## src/rtl/ex_mem_reg.sv

```systemverilog
// EX/MEM pipeline register with stall, flush, sticky halt and a loaded-instruction counter.
// Optional forwarding outputs are built only when EXMEM_FWD_EN is defined.
module ex_mem_reg (
  input  logic        clk,
  input  logic        rst_n,
  input  logic        ex_valid,
  input  logic [15:0] ex_instr,
  input  logic [15:0] ex_alu_result,
  input  logic        ex_alu_zero,
  input  logic        ex_alu_ofl,
  input  logic        ex_cout,
  input  logic [15:0] ex_store_data,
  input  logic [2:0]  ex_wr_reg,
  input  logic        ex_wr_en,
  input  logic        ex_mem_rd,
  input  logic        ex_mem_wr,
  input  logic        ex_halt,
  input  logic        stall,
  input  logic        flush,
  output logic        mem_valid,
  output logic [15:0] mem_instr,
  output logic [15:0] mem_alu_result,
  output logic        mem_alu_zero,
  output logic        mem_alu_ofl,
  output logic        mem_cout,
  output logic [15:0] mem_store_data,
  output logic [2:0]  mem_wr_reg,
  output logic        mem_wr_en,
  output logic        mem_mem_rd,
  output logic        mem_mem_wr,
  output logic        halted,
  output logic        ex_ready,
  output logic [15:0] insn_count
`ifdef EXMEM_FWD_EN
  ,
  output logic        fwd_en,
  output logic [2:0]  fwd_reg,
  output logic [15:0] fwd_data
`endif
);

  localparam logic [15:0] NOP_INSTR = 16'h0800;

  logic        r_valid;
  logic [15:0] r_instr;
  logic [15:0] r_alu_result;
  logic        r_alu_zero;
  logic        r_alu_ofl;
  logic        r_cout;
  logic [15:0] r_store_data;
  logic [2:0]  r_wr_reg;
  logic        r_wr_en;
  logic        r_mem_rd;
  logic        r_mem_wr;
  logic        r_halted;
  logic [15:0] r_count;

  logic        w_valid;
  logic [15:0] w_instr;
  logic [15:0] w_alu_result;
  logic        w_alu_zero;
  logic        w_alu_ofl;
  logic        w_cout;
  logic [15:0] w_store_data;
  logic [2:0]  w_wr_reg;
  logic        w_wr_en;
  logic        w_mem_rd;
  logic        w_mem_wr;
  logic        w_halted;
  logic [15:0] w_count;
  logic        w_take;

  assign w_take = ex_valid & ~r_halted;

  // Next-state selection: flush beats stall beats load; an untaken load is a bubble.
  always_comb begin
    w_valid      = r_valid;
    w_instr      = r_instr;
    w_alu_result = r_alu_result;
    w_alu_zero   = r_alu_zero;
    w_alu_ofl    = r_alu_ofl;
    w_cout       = r_cout;
    w_store_data = r_store_data;
    w_wr_reg     = r_wr_reg;
    w_wr_en      = r_wr_en;
    w_mem_rd     = r_mem_rd;
    w_mem_wr     = r_mem_wr;
    w_halted     = r_halted;
    w_count      = r_count;
    if (!flush && stall) begin
      w_valid = r_valid;
    end else if (!flush && w_take) begin
      w_valid      = 1'b1;
      w_instr      = ex_instr;
      w_alu_result = ex_alu_result;
      w_alu_zero   = ex_alu_zero;
      w_alu_ofl    = ex_alu_ofl;
      w_cout       = ex_cout;
      w_store_data = ex_store_data;
      w_wr_reg     = ex_wr_reg;
      w_wr_en      = ex_wr_en & ~ex_halt;
      w_mem_rd     = ex_mem_rd & ~ex_halt;
      w_mem_wr     = ex_mem_wr & ~ex_halt;
      w_halted     = r_halted | ex_halt;
      w_count      = r_count + 16'd1;
    end else begin
      w_valid      = 1'b0;
      w_instr      = NOP_INSTR;
      w_alu_result = 16'h0000;
      w_alu_zero   = 1'b0;
      w_alu_ofl    = 1'b0;
      w_cout       = 1'b0;
      w_store_data = 16'h0000;
      w_wr_reg     = 3'd0;
      w_wr_en      = 1'b0;
      w_mem_rd     = 1'b0;
      w_mem_wr     = 1'b0;
    end
  end

  // Pipeline state, counter and sticky halt.
  always_ff @(posedge clk or negedge rst_n) begin
    if (!rst_n) begin
      r_valid      <= 1'b0;
      r_instr      <= NOP_INSTR;
      r_alu_result <= 16'h0000;
      r_alu_zero   <= 1'b0;
      r_alu_ofl    <= 1'b0;
      r_cout       <= 1'b0;
      r_store_data <= 16'h0000;
      r_wr_reg     <= 3'd0;
      r_wr_en      <= 1'b0;
      r_mem_rd     <= 1'b0;
      r_mem_wr     <= 1'b0;
      r_halted     <= 1'b0;
      r_count      <= 16'h0000;
    end else begin
      r_valid      <= w_valid;
      r_instr      <= w_instr;
      r_alu_result <= w_alu_result;
      r_alu_zero   <= w_alu_zero;
      r_alu_ofl    <= w_alu_ofl;
      r_cout       <= w_cout;
      r_store_data <= w_store_data;
      r_wr_reg     <= w_wr_reg;
      r_wr_en      <= w_wr_en;
      r_mem_rd     <= w_mem_rd;
      r_mem_wr     <= w_mem_wr;
      r_halted     <= w_halted;
      r_count      <= w_count;
    end
  end

  assign mem_valid      = r_valid;
  assign mem_instr      = r_instr;
  assign mem_alu_result = r_alu_result;
  assign mem_alu_zero   = r_alu_zero;
  assign mem_alu_ofl    = r_alu_ofl;
  assign mem_cout       = r_cout;
  assign mem_store_data = r_store_data;
  assign mem_wr_reg     = r_wr_reg;
  assign mem_wr_en      = r_wr_en;
  assign mem_mem_rd     = r_mem_rd;
  assign mem_mem_wr     = r_mem_wr;
  assign halted         = r_halted;
  assign insn_count     = r_count;
  // Upstream may only advance when MEM is free and no HALT has retired.
  assign ex_ready       = ~stall & ~r_halted;

`ifdef EXMEM_FWD_EN
  assign fwd_en   = r_valid & r_wr_en & ~r_mem_rd;
  assign fwd_reg  = r_wr_reg;
  assign fwd_data = r_alu_result;
`endif

endmodule

```

## config.mk

```make
export PLATFORM = sky130hd
export DESIGN_NAME = ex_mem_reg
export DESIGN_NICKNAME = d
export VERILOG_FILES = /design/src/rtl/ex_mem_reg.sv
export SDC_FILE = /design/constraint.sdc
export NUM_CORES = 1
export LEC_CHECK = 0
export ABC_AREA = 1
export CELL_PAD_IN_SITES_DETAIL_PLACEMENT = 1
export CELL_PAD_IN_SITES_GLOBAL_PLACEMENT = 2
export CORE_MARGIN = 4
export CORE_UTILIZATION = 26
export CTS_BUF_LIST = sky130_fd_sc_hd__clkbuf_8
export DETAILED_ROUTE_END_ITERATION = 6
export PLACE_DENSITY_LB_ADDON = 0.1
export SETUP_SLACK_MARGIN = 0.3
export SYNTH_ARGS = -nofsm -noshare
export SYNTH_HDL_FRONTEND = slang
export SYNTH_SLANG_ARGS = --single-unit
```

## constraint.sdc

```tcl
create_clock -name clk -period 1.9 [get_ports clk]
set_input_delay 0.285 -clock clk [delete_from_list [all_inputs] [get_ports clk]]
set_output_delay 0.285 -clock clk [all_outputs]
set_load 0.03 [all_outputs]
```

==> flow_metrics.py, run 1 <==
metrics = {
    "yosys": {
        "ys_types": 25,
        "synth-edff-count": 0,
        "synth_ff_type": "dfrtp_1",
        "ys_ff_latch": 75,
        "async_flop_share_pct": 100,
        "ys_warn_count": 0,
        "synth_area_sq_um": 3240,
        "syn-mean-instance-area_sq_um": 8.74,
        "seq_area_frac_synth_pct": 58.0,
        "syn_inst": 370,
        "synth_fp_nets": 434,
    },
    "global_routing": {
        "antenna_found_initial": 1,
        "grt_start_max_net_pins": 59,
        "grt_pass1_vias": 3189,
        "grt_pass1_wl_um": 17100,
        "overflow": 0,
        "track_usage_pct": 15.2,
    },
    "timing": {
        "fin_crit_ns": 1.54,
        "period_share_pct": 81.1,
        "skew_ns": 0.00664,
        "tns_ns": 0,
        "slew_violations": 0,
        "hold_slack_ns": 0.390,
        "rsz0062_at_grt": "no",
        "setup_violations": 0,
        "worstMarginPinSlew_ns": 0.654,
        "fmax_mhz": 649,
        "slew_headroom_pct": 56.4,
        "finalHoldViolations": 0,
    },
    "hold_path": {
        "hold_start": "stall",
        "hold_depth": 4,
        "min_path_type": "in -> reg",
        "hold_end": "halted",
    },
    "floorplan": {
        "ios": 139,
        "coreArea_sq_um": 12100,
        "rows": 40,
        "die_x_um": 120,
        "start_util_pct": 26.7,
        "die_area_sq_um": 14300,
        "die_h_um": 120,
    },
    "flow_run": {
        "cap_violations": 0,
    },
    "layout": {
        "layout_commonest_cell": "nand2_1",
        "drive_gt1_share_pct": 6.84,
        "layout-area-overhead-vs-synth_pct": 51.4,
        "layout_common_cells": "nand2_1 (151), dfrtp_1 (74), dlygate4sd2_1 (70)",
        "final_nets": 572,
        "insertedDiodeCount": 0,
        "stdcell_area_sq_um": 4900,
        "fill_cells": 1458,
    },
    "setup_path": {
        "cp_max_fo": 2,
        "crit_slowest_cell": "dfstp_2",
        "worst_r2r_startpoint": "insn_count[0]",
        "setup.worst_path.start_class": "flip-flop",
        "cp_top_family": "flip-flops",
        "critical_path_class": "reg -> out",
        "required_ns": 1.62,
        "r2r_end": "insn_count[8]",
        "path_buf_inv": 1,
        "cpPeakStageDelay_ns": 0.54,
        "crit_chain": "clkdlybuf4s15_1",
        "cp.arrival_ns": 1.26,
        "reg2reg_depth": 6,
        "cp-end-kind": "output pin",
        "reg2reg_slack_ns": 0.49,
    },
    "clock_tree": {
        "clockBufferDepth": 2,
        "clk_pin_slew_ns": 0.07,
        "cts_made_buffers": 9,
        "cts-htree-levels": 3,
        "root_buffer": "clkbuf_8",
        "cts_num_sinks": 75,
        "cts_setup_buffers": 0,
        "clk-insertion-delay-late_ns": 0.36,
        "cts_tree": "done",
    },
    "place": {
        "placed_area_sq_um": 4810,
        "port_buffers": 138,
        "place_congestion": 0.745,
        "hpwl_um": 7260,
    },
    "detailed_routing": {
        "routedWlPerCell_um": 15.3,
        "routed_via_density": 4.34,
        "num_vias": 2949,
        "ant_nets": 0,
        "drc": 0,
        "dr.pass1.iters": 4,
        "drt_iter0_drc": 171,
        "routed_wirelength_um": 10400,
    },
    "power": {
        "powerDensity_nw_per_um2": 763,
        "power_leakage_nw": 2.71,
        "p_total_mw": 3.74,
        "peakVddDrop_mv": 0.376,
    },
    "status": {
        "run_status": "complete, no violations",
    },
}
==> routing by layer <==
layer	up-vias	track usage [%]	wire length [um]	part of all wire (%)
met5	-	0	13	0.13
met4	2	4.08	112	1.1
met3	11	7.49	867	8.4
met2	84	23.2	4700	45
met1	1409	19.1	4690	45
li1	1443	-	-	-
==> cell type report <==
cell class,instances,area (sq um),share of cell area [%]
Multi-Input combinational cell,256,1160,23.8
Timing Repair Buffer,147,1400,28.5
Tap cell,168,210,4.29
Inverter,19,71.3,1.46
Sequential cell,75,1880,38.3
Clock buffer,12,165,3.37
Clock inverter,3,13.8,0.281
==> how the worst max path moves through the flow <==
stage | slack, ns | cells after the start | end | from
after global routing | 0.30 | 1 | mem_instr[11] | mem_instr[11]
after floorplan | 0.45 | 6 | insn_count[8] | insn_count[0]
after detailed placement | 0.1 | 8 | mem_store_data[15] | ex_valid
final | 0.36 | 1 | mem_instr[11] | mem_instr[11]
after global placement | 0.14 | 7 | insn_count[5] | ex_valid
after CTS | 0.16 | 2 | ex_ready | halted
==> cells by family after synthesis <==
| family | after synthesis | share of synthesized area, % |
|---|---|---|
| AOI/OAI and AO/OA | 7 | 1.20 |
| xor gates and xnor gates | 8 | 2.17 |
| adders and majority gates | 1 | 0.387 |
| buffers and inverters | 39 | 5.99 |
| DFF | 75 | 58.0 |
| and+or+nand+nor | 240 | 32.2 |
==> Yosys cell counts, types with 2 or more instances <==
library cell | n | share of area, %
nor2_1 | 11 | 1.3
buf_2 | 5 | 0.77
dfrtp_1 | 74 | 57
buf_6 | 5 | 1.7
clkbuf_1 | 9 | 1.0
nand4_1 | 4 | 0.77
xor2_1 | 6 | 1.6
nor2_2 | 2 | 0.39
nor3_1 | 2 | 0.31
inv_1 | 18 | 2.1
xnor2_1 | 2 | 0.54
nand2_1 | 151 | 18
o21ai_0 | 4 | 0.62
nor2_4 | 2 | 0.70
nand3_1 | 65 | 10
==> worst register-to-register path, cell delays in order (launching register included) <==
cell	delay [ns]
dfrtp_1	0.45
ha_1	0.24
nand3_1	0.13
nor2_2	0.18
nand2_1	0.11
o21ai_1	0.13
nand2_1	0.06
==> power breakdown <==
part	internal, mW	switching (mW)	leakage (nW)
Sequential	1.69	0.114	1.01
Combinational	0.300	0.473	1.60
Clock	0.566	0.593	0.0994
Total	2.56	1.18	2.71
==> metrics by stage <==
stage | cells | utilization, % | setup slack (ns)
floorplan | 370 | - | 0.454
global placement | 664 | 39.7 | 0.140
detailed placement | 664 | 39.7 | 0.0991
CTS | 680 | 40.5 | 0.162
global route | 680 | 40.4 | 0.305
finish | 680 | 40.4 | 0.358
==> what timing repair did <==
action	4_1_cts	5_1_grt
gates resized for setup	78	6
endpoints found under the hold margin	33	0
hold buffers	1	0
setup endpoints to repair	76	5
No activity file was read; power rests on OpenSTA's default activity.
==> run 2, diff against run 1 <==
--- a/config.mk
+++ b/config.mk
@@ -9,7 +9,7 @@
 export CELL_PAD_IN_SITES_DETAIL_PLACEMENT = 1
 export CELL_PAD_IN_SITES_GLOBAL_PLACEMENT = 2
 export CORE_MARGIN = 4
-export CORE_UTILIZATION = 26
+export CORE_UTILIZATION = 24
 export CTS_BUF_LIST = sky130_fd_sc_hd__clkbuf_8
 export DETAILED_ROUTE_END_ITERATION = 6
 export PLACE_DENSITY_LB_ADDON = 0.1
==> constraint.sdc (replaced) <==
create_clock -name clk -period 1.6 [get_ports clk]
set_input_delay 0.24 -clock clk [delete_from_list [all_inputs] [get_ports clk]]
set_output_delay 0.24 -clock clk [all_outputs]
set_load 0.03 [all_outputs]
==> run 2 against run 1 <==
Against the previous run:
- power rose by 28%
- highest routed layer is now met4
- via count is 3.2% higher
- largest cell class unchanged
- critical endpoint is now ex_ready
- hold slack lost 0.023 ns
- combinational power rose by 36%
==> flow_metrics.py, run 2 (synthesis results as in run 1) <==
metrics = {
    "setup_path": {
        "worst_r2r_startpoint": "halted",
        "r2r_end": "insn_count[8]",
        "setup.worst_path.start_class": "flip-flop",
        "cp.arrival_ns": 1.07,
        "critical_path_class": "reg -> out",
        "reg2reg_slack_ns": 0.34,
        "cp_max_fo": 3,
        "cp-end-kind": "output pin",
        "required_ns": 1.36,
        "reg2reg_depth": 6,
    },
    "floorplan": {
        "start_util_pct": 24.4,
        "die_x_um": 124,
        "rows": 42,
        "die_h_um": 124,
        "ios": 139,
        "coreArea_sq_um": 13200,
        "die_area_sq_um": 15400,
    },
    "layout": {
        "final_cells": 704,
        "final-seq-area_sq_um": 1890,
        "layout-area-overhead-vs-synth_pct": 52.7,
        "drive_gt1_share_pct": 26.5,
        "layout_common_cells": "nand2_1 (149), buf_2 (67), dfrtp_1 (66)",
        "layout_commonest_cell": "nand2_1",
        "multi_input_area_sq_um": 1220,
        "insertedDiodeCount": 0,
        "fill_cells": 1618,
        "final_nets": 587,
        "stdcell_area_sq_um": 4940,
    },
    "clock_tree": {
        "cts_num_sinks": 75,
        "cts_tree": "done",
        "clk_pin_slew_ns": 0.08,
        "clk-insertion-delay-late_ns": 0.36,
        "clockBufferDepth": 2,
        "cts-htree-levels": 3,
        "cts_made_buffers": 9,
        "root_buffer": "clkbuf_8",
    },
    "detailed_routing": {
        "routedWlPerCell_um": 15.6,
        "routed_wirelength_um": 11000,
        "drc": 0,
        "ant_nets": 0,
        "routed_via_density": 4.32,
        "drt_iter0_drc": 87,
        "num_vias": 3042,
        "dr.pass1.iters": 4,
    },
    "timing": {
        "slew_violations": 0,
        "hold_slack_ns": 0.367,
        "fin_crit_ns": 1.31,
        "fmax_mhz": 761,
        "period_share_pct": 82.1,
        "worstMarginPinSlew_ns": 0.386,
        "slew_headroom_pct": 74.3,
        "fin_ws_ns": 0.286,
        "finalHoldViolations": 0,
        "skew_ns": 0.0157,
        "rsz0062_at_grt": "yes",
        "setup_violations": 0,
    },
    "place": {
        "port_buffers": 138,
        "place_ws_ns": -0.0627,
        "hpwl_um": 7600,
        "place_congestion": 0.749,
        "dp_cells": 679,
        "placed_area_sq_um": 4930,
    },
    "global_routing": {
        "grt_pass1_wl_um": 16700,
        "grt_start_max_net_pins": 59,
        "overflow": 0,
        "grt_pass1_vias": 3188,
        "track_usage_pct": 14.2,
        "antenna_found_initial": 0,
    },
    "status": {
        "run_status": "complete, no violations",
    },
    "power": {
        "power_leakage_nw": 2.67,
        "powerDensity_nw_per_um2": 970,
        "peakVddDrop_mv": 0.411,
        "p_total_mw": 4.79,
    },
    "hold_path": {
        "min_path_type": "in -> async",
    },
    "flow_run": {
        "cap_violations": 0,
    },
}
[run 2: cell count changes in the layout (fill, tap and decap cells not counted), moves of 4 or more]
cell and change:
dfrtp_2 +8, clkdlybuf4s15_1 -4, dlygate4sd2_1 -70, buf_4 +15, dfrtp_1 -8, buf_2 +66
[run 2: report_power, final]
group          total, mW  switching, mW  internal [mW]  leakage, nW
Combinational       1.05          0.603          0.445         1.55
Sequential          2.16          0.139           2.02        0.999
Clock               1.58          0.721          0.862        0.114
[run 2: area by class of cell]
cell class                 count  area share, %
clock buffer                   9           2.51
clock inverter                 7           1.70
inverter                      19           1.54
multi-input combinational    256           24.6
sequential                    75           38.2
tap                          176           4.46
timing repair buffer         162           27.0
[run 2: repair_timing]
item                                    CTS  global route
gates resized for setup                 378            26
cloned                                    0             2
setup buffers                             0             6
hold buffers                              1             0
endpoints found under the setup margin   76            74
pin swaps                                 0             3
endpoints found under the hold margin    24             0
[run 2: how the worst max path moves through the flow]
stage,from,to,slack [ns],depth (start not counted)
final,halted,ex_ready,0.29,2
after global routing,halted,ex_ready,0.21,2
after CTS,mem_instr[11],mem_instr[11],0.23,1
after detailed placement,ex_valid,insn_count[10],-0.06,8
after global placement,ex_valid,insn_count[10],-0.06,8
after floorplan,halted,insn_count[2],0.30,6
[run 2: per-stage QoR]
step                      utilization, %  setup TNS (ns)
after floorplan                        -               0
final                               37.3               0
after CTS                           36.1               0
after global routing                37.3               0
after global placement              37.2           -1.96
after detailed placement            37.2           -1.55
[run 2: worst max-delay path: stages (launching register included)]
cell and delay [ns]:
dfrtp_2 0.45, nor2_8 0.13, buf_12 0.13
[run 2: per-layer routing]
layer  wire, um  track usage, %
met4        152            4.31
met1       4640            16.8
met5          0               0
met2       5390            23.1
met3        801            6.36
==> run 3, diff against run 2 <==
--- a/config.mk
+++ b/config.mk
@@ -9,7 +9,7 @@
 export CELL_PAD_IN_SITES_DETAIL_PLACEMENT = 1
 export CELL_PAD_IN_SITES_GLOBAL_PLACEMENT = 2
 export CORE_MARGIN = 4
-export CORE_UTILIZATION = 24
+export CORE_UTILIZATION = 22
 export CTS_BUF_LIST = sky130_fd_sc_hd__clkbuf_8
 export DETAILED_ROUTE_END_ITERATION = 6
 export PLACE_DENSITY_LB_ADDON = 0.1
==> constraint.sdc (replaced) <==
create_clock -name clk -period 1.1 [get_ports clk]
set_input_delay 0.165 -clock clk [delete_from_list [all_inputs] [get_ports clk]]
set_output_delay 0.165 -clock clk [all_outputs]
set_load 0.03 [all_outputs]
==> run 3 against run 2 <==
Against the previous run:
- sequential power increased by 46%
- sequential share of layout area is 7.8 points lower
- the flow now finishes with violations (negative setup slack)
- via count is 9.8% higher
- global-route usage up 0.28 points
- worst setup slack worse by 0.46 ns
- clock-buffer cell count up 2
- wire length is 11% higher
==> flow_metrics.py, run 3 (synthesis results as in run 1) <==
metrics = {
    "global_routing": {
        "track_usage_pct": 14.4,
        "met2_usage_pct": 24.0,
        "grt_pass1_vias": 3652,
        "grt_start_max_net_pins": 38,
        "grt_util_met1_pct": 17.7,
        "overflow": 0,
        "grtUsageMet3_pct": 4.16,
        "grt_pass1_wl_um": 18900,
        "antenna_found_initial": 0,
        "top_usage_layer": "met2",
    },
    "timing": {
        "finalHoldViolations": 0,
        "skew_ns": 0.00679,
        "fmax_mhz": 782,
        "hold_slack_ns": 0.228,
        "period_share_pct": 116,
        "slew_headroom_pct": 82.2,
        "slew_violations": 0,
        "worstMarginPinSlew_ns": 0.267,
        "fin_ws_ns": -0.179,
        "rsz0062_at_grt": "yes",
        "fin_crit_ns": 1.28,
        "tns_ns": -5.79,
        "setup_violations": 83,
    },
    "floorplan": {
        "start_util_pct": 22.3,
        "die_h_um": 129,
        "rows": 44,
        "die_x_um": 129,
        "coreArea_sq_um": 14500,
        "die_area_sq_um": 16700,
        "ios": 139,
    },
    "power": {
        "power_leakage_nw": 3.19,
        "peakVddDrop_mv": 0.491,
        "switching_power_mw": 2.42,
        "cell_internal_pwr_mw": 5.35,
        "power_frac_clock_pct": 28.2,
        "p_seq_share_pct": 40.6,
        "comb_power_share_pct": 31.2,
        "swShare_pct": 31.2,
        "powerDensity_nw_per_um2": 1250,
    },
    "setup_path": {
        "reg2reg_depth": 6,
        "worst_r2r_startpoint": "halted",
        "cp.arrival_ns": 1.11,
        "setup.worst_path.start_class": "flip-flop",
        "cpPeakStageDelay_ns": 0.45,
        "cp_max_fo": 3,
        "crit_slowest_cell": "dfrtp_2",
        "crit_chain": "nor2_8 -> buf_6",
        "required_ns": 0.94,
        "reg2reg_slack_ns": -0.15,
        "cp-end-kind": "output pin",
        "critical_path_class": "reg -> out",
        "r2r_end": "insn_count[3]",
    },
    "detailed_routing": {
        "ant_nets": 0,
        "dr.pass1.iters": 4,
        "num_vias": 3340,
        "drc": 0,
        "routed_wirelength_um": 12200,
        "routed_via_density": 4.22,
        "drt_iter0_drc": 90,
        "routedWlPerCell_um": 15.4,
    },
    "clock_tree": {
        "cts_num_sinks": 75,
        "cts_made_buffers": 9,
        "clk_pin_slew_ns": 0.08,
        "cts-htree-levels": 3,
        "cts_tree": "done",
        "clockBufferDepth": 2,
        "root_buffer": "clkbuf_8",
        "clk-insertion-delay-late_ns": 0.36,
    },
    "layout": {
        "stdcell_area_sq_um": 6220,
        "final_nets": 668,
        "layout_common_cells": "nand2_1 (140), buf_6 (96), buf_4 (73)",
        "drive_gt1_share_pct": 39.6,
        "final_cells": 792,
        "layout-area-overhead-vs-synth_pct": 92.1,
        "layout_commonest_cell": "nand2_1",
        "insertedDiodeCount": 0,
        "final_util_pct": 42.9,
    },
    "place": {
        "dp_cells": 724,
        "port_buffers": 138,
        "hpwl_um": 8360,
        "place_congestion": 0.747,
        "placed_area_sq_um": 5080,
    },
    "status": {
        "violations": "negative setup slack",
        "run_status": "finished with violations",
    },
    "hold_path": {
        "min_path_type": "in -> async",
    },
    "flow_run": {
        "cap_violations": 0,
    },
}
run 3: what timing repair did:
item                                    4_1_cts  5_1_grt
gates cloned                                  0        2
endpoints found under the hold margin        74        0
endpoints found under the setup margin      151      151
setup buffers                                34       16
hold buffers                                  1        0
pin swaps                                     8       12
gates resized for setup                     102       36
run 3: power by group through the flow:
stage / logic [mW] / registers [mW] / clock network, mW
3_3_place_gp: 1.86 / 3.17 / 0
3_5_place_dp: 1.88 / 3.17 / 0
5_1_grt: 2.60 / 3.18 / 2.41
6_report: 2.43 / 3.15 / 2.20
2_1_floorplan: 0.394 / 3.52 / 0
4_1_cts: 2.29 / 3.15 / 2.30
run 3: layer usage:
| metal | routed length [um] | share of wire, % |
|---|---|---|
| met5 | 0 | 0 |
| met4 | 155 | 1.3 |
| met3 | 704 | 5.8 |
| met2 | 6160 | 51 |
| met1 | 5170 | 42 |
run 3: metrics by stage:
step                setup slack, ns  power [mW]
floorplan                    -0.187        3.92
global placement             -0.503        5.03
detailed placement           -0.490        5.05
CTS                          -0.196        7.74
global route                 -0.248        8.19
finish                       -0.179        7.78
run 3: worst max path at each step:
stage | start | to | cells past startpoint
final | halted | ex_ready | 2
after global routing | halted | insn_count[3] | 6
after CTS | halted | ex_ready | 2
after detailed placement | ex_valid | insn_count[10] | 8
after global placement | ex_valid | insn_count[10] | 8
after floorplan | halted | insn_count[2] | 6
run 3: layout make-up:
cell class | instances | area [sq um]
fillers | 1663 | 8260
repair buffers | 243 | 2490
flip-flops and latches | 75 | 1890
multi-input cells | 256 | 1330
well taps | 184 | 230
clock buffers | 11 | 151
inverters | 19 | 83.8
clock inverters | 4 | 42.5
run 3: worst max-delay path, delay by kind of cell (launching register included):
| family | cells | cell delay (ns) |
|---|---|---|
| flops | 1 | 0.45 |
| simple gates | 1 | 0.16 |
| buf+inv | 1 | 0.16 |
